<file path="src/rtl/result_bank.sv">
// Result bank: DEPTH x WIDTH indexed store with valid bits, random reads,
// and a sequential drain of valid entries over a valid/ready handshake.
module result_bank #(
    parameter int WIDTH = 16,
    parameter int DEPTH = 16,
    localparam int AW = (DEPTH > 1) ? $clog2(DEPTH) : 1
) (
    input  logic             clk,
    input  logic             rst,
    input  logic             w_enable,
    input  logic [AW-1:0]    in_sel,
    input  logic [WIDTH-1:0] in_data,
    input  logic [AW-1:0]    out_sel,
    output logic [WIDTH-1:0] out_data,
    output logic             out_valid,
    input  logic             clear_data,
    input  logic             drain_start,
    output logic             drain_valid,
    input  logic             drain_ready,
    output logic [WIDTH-1:0] drain_data,
    output logic [AW-1:0]    drain_idx,
    output logic             drain_busy,
    output logic [AW:0]      count,
    output logic             wr_drop
);

    typedef enum logic {
        IDLE,
        DRAIN
    } state_e;

    localparam logic [AW:0]   DEPTH_W = (AW+1)'(DEPTH);
    localparam logic [AW-1:0] LAST    = AW'(DEPTH - 1);
    localparam logic [AW-1:0] P_ONE   = AW'(1);
    localparam logic [AW:0]   C_ONE   = (AW+1)'(1);

    state_e            state_q, state_d;
    logic [AW-1:0]     ptr_q, ptr_d;
    logic [WIDTH-1:0]  data_q [DEPTH];
    logic [WIDTH-1:0]  data_d [DEPTH];
    logic [DEPTH-1:0]  valid_q, valid_d;
    logic [AW:0]       count_q, count_d;
    logic              wr_drop_q, wr_drop_d;

    logic in_ok;
    logic out_ok;
    logic cur_valid;
    logic draining;
    logic advance;

    assign in_ok     = ({1'b0, in_sel} < DEPTH_W);
    assign out_ok    = ({1'b0, out_sel} < DEPTH_W);
    assign draining  = (state_q == DRAIN);
    assign cur_valid = valid_q[ptr_q];
    // Invalid slots are skipped unconditionally; valid ones wait for ready.
    assign advance   = draining && (!cur_valid || drain_ready);

    always_comb begin
        state_d   = state_q;
        ptr_d     = ptr_q;
        data_d    = data_q;
        valid_d   = valid_q;
        count_d   = count_q;
        wr_drop_d = 1'b0;
        if (clear_data) begin
            state_d   = IDLE;
            ptr_d     = '0;
            for (int i = 0; i < DEPTH; i++) begin
                data_d[i] = '0;
            end
            valid_d   = '0;
            count_d   = '0;
            wr_drop_d = w_enable;
        end else begin
            unique case (state_q)
                IDLE: begin
                    if (drain_start) begin
                        state_d   = DRAIN;
                        ptr_d     = '0;
                        wr_drop_d = w_enable;
                    end else if (w_enable) begin
                        if (in_ok) begin
                            data_d[in_sel]  = in_data;
                            valid_d[in_sel] = 1'b1;
                            if (!valid_q[in_sel]) begin
                                count_d = count_q + C_ONE;
                            end
                        end else begin
                            wr_drop_d = 1'b1;
                        end
                    end
                end
                DRAIN: begin
                    wr_drop_d = w_enable;
                    if (advance) begin
                        if (cur_valid) begin
                            valid_d[ptr_q] = 1'b0;
                            count_d        = count_q - C_ONE;
                        end
                        if (ptr_q == LAST) begin
                            state_d = IDLE;
                            ptr_d   = '0;
                        end else begin
                            ptr_d = ptr_q + P_ONE;
                        end
                    end
                end
                default: begin
                    state_d = IDLE;
                    ptr_d   = '0;
                end
            endcase
        end
    end

    always_ff @(posedge clk) begin
        if (rst) begin
            state_q   <= IDLE;
            ptr_q     <= '0;
            data_q    <= '{default: '0};
            valid_q   <= '0;
            count_q   <= '0;
            wr_drop_q <= 1'b0;
        end else begin
            state_q   <= state_d;
            ptr_q     <= ptr_d;
            data_q    <= data_d;
            valid_q   <= valid_d;
            count_q   <= count_d;
            wr_drop_q <= wr_drop_d;
        end
    end

    assign out_data    = out_ok ? data_q[out_sel] : '0;
    assign out_valid   = out_ok && valid_q[out_sel];
    assign drain_valid = draining && cur_valid;
    assign drain_data  = drain_valid ? data_q[ptr_q] : '0;
    assign drain_idx   = drain_valid ? ptr_q : '0;
    assign drain_busy  = draining;
    assign count       = count_q;
    assign wr_drop     = wr_drop_q;

endmodule

</file>
<file path="config.mk">
export PLATFORM = sky130hd
export DESIGN_NAME = result_bank
export DESIGN_NICKNAME = d
export VERILOG_FILES = /design/src/rtl/result_bank.sv
export SDC_FILE = /design/constraint.sdc
export NUM_CORES = 1
export LEC_CHECK = 0
export ABC_CLOCK_PERIOD_IN_PS = 4500
export CAP_MARGIN = 20
export CORE_MARGIN = 1.5
export CORE_UTILIZATION = 60
export DETAILED_ROUTE_END_ITERATION = 16
export GPL_TIMING_DRIVEN = 0
export PLACE_DENSITY = 0.8
export SYNTH_ARGS = -nofsm -noshare
export SYNTH_HDL_FRONTEND = slang
export SYNTH_SLANG_ARGS = --single-unit
export TNS_END_PERCENT = 20
</file>
<file path="constraint.sdc">
create_clock -name clk -period 4.5 [get_ports clk]
set_clock_uncertainty 0.1 [all_clocks]
set_input_delay 0.675 -clock clk [delete_from_list [all_inputs] [get_ports clk]]
set_output_delay 0.675 -clock clk [all_outputs]
set_load 0.01 [all_outputs]
</file>
[Word-level counts from Yosys, hierarchy flattened]
Cells that the tools add are included.
W data, S select, Z words.
Word-level totals
  register bits: 283
  bits of input ports: 30
Operators by class
  add/sub/neg operators: 3
  magnitude comparators: 9
  equal/unequal tests: 7
  mux-type cells: 43
  reduce and logical (&&, ||, !) cells: 12
  bitwise operators: 8
Operators with widths (number)
  $bwmux W256: 1
  $mux W16: 10
  $bmux W16 S4: 2
  $demux W16 S4: 1
  $pmux W16 S2: 1
  $mux W5: 5
  $and A16 B16 Y16: 1
  $mux W4: 4
  $not A16 Y16: 1
  $or A16 B16 Y16: 1
  $ge A5 B5 Y1 const B: 3
  $lt A4 B5 Y1 const B: 3
  $not A4 Y5: 3
  $bmux W1 S4: 3
  $mux W1: 10
  $pmux W5 S2: 1
  $demux W1 S4: 2
  $ge A4 B1 Y1 const B: 2
  $ne A2 B2 Y1 const B: 4
  $pmux W4 S2: 1
  $add A5 B1 Y5 const B: 1
  $logic_and A1 B1 Y1: 5
  $lt A5 B1 Y1 const B: 1
  $reduce_and A5 Y1: 1
  12 further kinds: 15

[Logic depth before layout (Yosys ltp)]
  word-level depth: 9
  depth in mapped cells: 8
  mapped depth without buffers: 7

[Least setup slack after synthesis]
Ideal clock, no wire load.
  path kind: in2out
  start point: input port out_sel[0]
  end point: output port out_data[10]
  setup slack: 1455 ps
  path buffers: 3
  data arrival time: 2270 ps
  stages on the path: 5
  cell sequence: clkbuf_1 -> buf_4 -> buf_4 -> mux4_2 -> mux4_2
On the way
  longest elaborated chain between the ends: 4
RTL lines
  start, declared: RTL line 13  | input logic [AW-1:0] out_sel,
  $not A4 Y5 (not written as such): RTL line 134  | assign out_data = out_ok ? data_q[out_sel] : '0;
  $bmux W16 S4: RTL line 134
  $mux W16 (not written as such) (2 in a row): RTL line 134
  end, declared: RTL line 14  | output logic [WIDTH-1:0] out_data,
No other way between the ends. The select of a mux whose other input is x is not followed.

[Worst setup path after layout]
  start point: input port out_sel[1]
  end point: output port out_data[1]
Same word-level chain as after synthesis.

==> out/summary.txt <==
Core Area: 24180 um^2
cell area reported after detailed placement: 15580 um^2
wire length reported by the detailed router: 45450 um
proportion of synthesized chip area in sequential cells: 0.3863
per-instance average area after synthesis: 9.340 um^2
Hold Fails Final Rpt: 0
post-detailed-route DRC marker count: 0
area added between synthesis and finish: 12.73%
final weighted congestion in routability-driven placement: 0.9968
Mapped Cells: 1570
final setup violation count: 0
Worst Tran Pin Value: 1.077 ns
Final Max Slew Viols: 0
mean routed wirelength per cell: 22.76 um
hold crit path type: register to register
clock slew at the register clock pins of the worst setup and hold paths: 0.06 ns
post-route cell area: 16530 um^2
pre-CTS worst setup slack: 0.1732 ns
commonest non-fill, non-tap cell in the layout: nand2_1
Placement Rows: 57
pwr/cell area: 316.8 nW/um^2
Congestion Overflow GR: 0
outcome: complete, no violations
Post-Synthesis Cell Area: 14660 um^2
vias after detailed routing: 12880
detailed-routing iteration count for the pre-antenna-repair pass: 8
setup repair after global routing missed its margin: no
Chip Width: 159.3 um
endpoint arrival time on the critical path: 3.66 ns
Clock Path Buffers: 3
die area: 25390 um^2
type of element launching the critical path: input pin
top fanout value on the critical path: 10
total number of clock tree sinks: 283
Worst EP required: 3.72 ns
clock tree from TritonCTS: yes
dominant combinational cell family by area after synthesis: multiplexers
post-synthesis compound-gate area fraction: 0.1143
maximum number of pins on one net before global-route repair: 15
Via-to-Cell Ratio: 6.451
VDD IR-drop max: 0.0003088 V
CTS root buffer: clkbuf_16
placed wire-length estimate: 35360 um
asr flop ratio synth: 0
Resize count post-CTS: 0
antenna violation net count after detailed routing: 0
first-pass GRT wire length: 70240 um
first-iteration detailed-routing DRC count: 1949
net count after synthesis: 1608
number of top-level pins: 75
total CTS buffers: 30
worst-skew pair later-pin latency: 0.56 ns
total number of yosys warnings: 0
starting density of the core: 0.6065
number of storage elements in the synthesis netlist: 283
share of synthesized area spent on multiplexers: 0.2705
deepest level of the CTS H-tree: 1
overall global routing resource usage: 0.3602
number of synthesized flops with an enable pin: 0
kind of capture point of the worst setup path: primary output
initial antenna violation count: 0
commonest cells after routing, fill and taps aside: 553 x nand2_1, 283 x dfxtp_1, 264 x a21oi_1
input/output buffers: 51
PnR worst setup slack: 0.06584 ns
simple-gate share of the synthesized area: 0.1720
fraction of layout cells with a size suffix above 1: 0.1751
die height: 159.3 um
Max Cap Viol: 0
number of hold buffers added after cts: 0
post-synthesis share of cell area spent on xor and xnor gates: 0.001195
Adder-Cell Fraction of Synth Area: 0.007338
via count of the first global-routing pass: 12300
total design power: 0.005238 W
top_reg_cell synth: dfxtp_1
worst-case headroom to the max-slew limit: 0.2821
critical path type: input pin to primary output
final period demand of the worst path: 4.434 ns
Max Clock Freq: 225.5 MHz
Final #Nets: 1691
post-route fraction of the period consumed by the critical path: 0.9854
leakage: 5.145 nW
number of unique standard cell types used by synthesis: 48
accumulated negative setup slack: 0 ns
Ant. Diodes: 0
Post-CTS Repair Setup Buffers: 0
## worst paths after layout
kind         slack [ns]                        to  cells after the start                startpoint
max                0.07               out_data[1]                      6                out_sel[1]
min                0.37  data_q[205]$_SDFFE_PP0P_                      2  data_q[205]$_SDFFE_PP0P_
max reg2reg        1.40  data_q[207]$_SDFFE_PP0P_                      7     drain_busy$_SDFF_PP0_
min reg2reg        0.37  data_q[205]$_SDFFE_PP0P_                      2  data_q[205]$_SDFFE_PP0P_
## power breakdown
group / leakage (nW) / internal (W) / total [W] / switching [W]
logic: 2.38 / 0.0000950 / 0.000316 / 0.000221
registers: 2.28 / 0.00251 / 0.00252 / 0.00000788
clock network: 0.483 / 0.00138 / 0.00240 / 0.00102
total: 5.15 / 0.00398 / 0.00524 / 0.00125
## metal layers
layer	global-route usage	routed length, um
met1	0.4800	16960
met4	0.1162	1557
met2	0.5653	20840
met3	0.1112	6097
met5	0	0
## state kept, by name, summed over array words and instances (netlist names)
signal	flops
data_q	256
valid_q	16
count	5
ptr_q	4
drain_busy	1
wr_drop	1
## cell type report
cell class	count	area [um^2]
Tap cell	324	405.4
Buffer	147	674.4
Fill cell	1840	7646
Clock inverter	10	53.80
Inverter	9	33.78
Multi-Input combinational cell	1131	8290
Clock buffer	42	897.1
Timing Repair Buffer	51	510.5
Sequential cell	283	5665
## worst max-delay path, stage by stage
cell             delay, ns
buf_2                 0.17
buf_2                 0.42
buf_1                 0.85
mux4_2                0.50
mux4_2                0.53
clkdlybuf4s50_1       0.50
## cells by family after synthesis
| logic type | after synthesis |
|---|---|
| and+or+nand+nor | 629 |
| AOI/OAI and AO/OA | 310 |
| DFF | 283 |
| muxes | 182 |
| buffers and inverters | 156 |
| adders and majority gates | 8 |
| xor gates and xnor gates | 2 |
## cells in the mapped netlist (2+ instances only)
| library cell | n | share of area |
|---|---|---|
| a21oi_1 | 264 | 0.090 |
| buf_4 | 12 | 0.0061 |
| nand2_1 | 553 | 0.14 |
| inv_1 | 9 | 0.0023 |
| nor3_1 | 2 | 0.00068 |
| nor2b_1 | 5 | 0.0021 |
| o221a_2 | 6 | 0.0046 |
| o21ai_1 | 3 | 0.0010 |
| dfxtp_1 | 283 | 0.39 |
| nor3_2 | 6 | 0.0041 |
| buf_1 | 11 | 0.0028 |
| a32oi_1 | 5 | 0.0030 |
| buf_6 | 5 | 0.0038 |
| and2_1 | 5 | 0.0021 |
| nand3b_1 | 2 | 0.0010 |
| a31oi_1 | 3 | 0.0013 |
| o21a_1 | 2 | 0.0010 |
| clkbuf_1 | 87 | 0.022 |
| o22ai_2 | 2 | 0.0017 |
| and3_1 | 18 | 0.0077 |
| ha_1 | 7 | 0.0060 |
| nand2b_1 | 3 | 0.0013 |
| mux2i_1 | 7 | 0.0048 |
| mux4_2 | 171 | 0.26 |
| mux2_2 | 4 | 0.0031 |
| nand3_1 | 5 | 0.0017 |
| or3_1 | 3 | 0.0013 |
| xnor2_1 | 2 | 0.0012 |
| buf_2 | 32 | 0.011 |
| o21ai_0 | 14 | 0.0048 |
| nor2_1 | 22 | 0.0056 |
## stage by stage
step	hold slack, ns	std cells	util
2_1_floorplan	0.3429	1570	-
3_3_place_gp	0.3486	1945	0.6444
3_5_place_dp	0.3588	1945	0.6444
4_1_cts	0.3672	1997	0.6837
5_1_grt	0.3808	1997	0.6837
6_report	0.3656	1997	0.6837
Note: power is estimated with default switching activity, not from simulation.
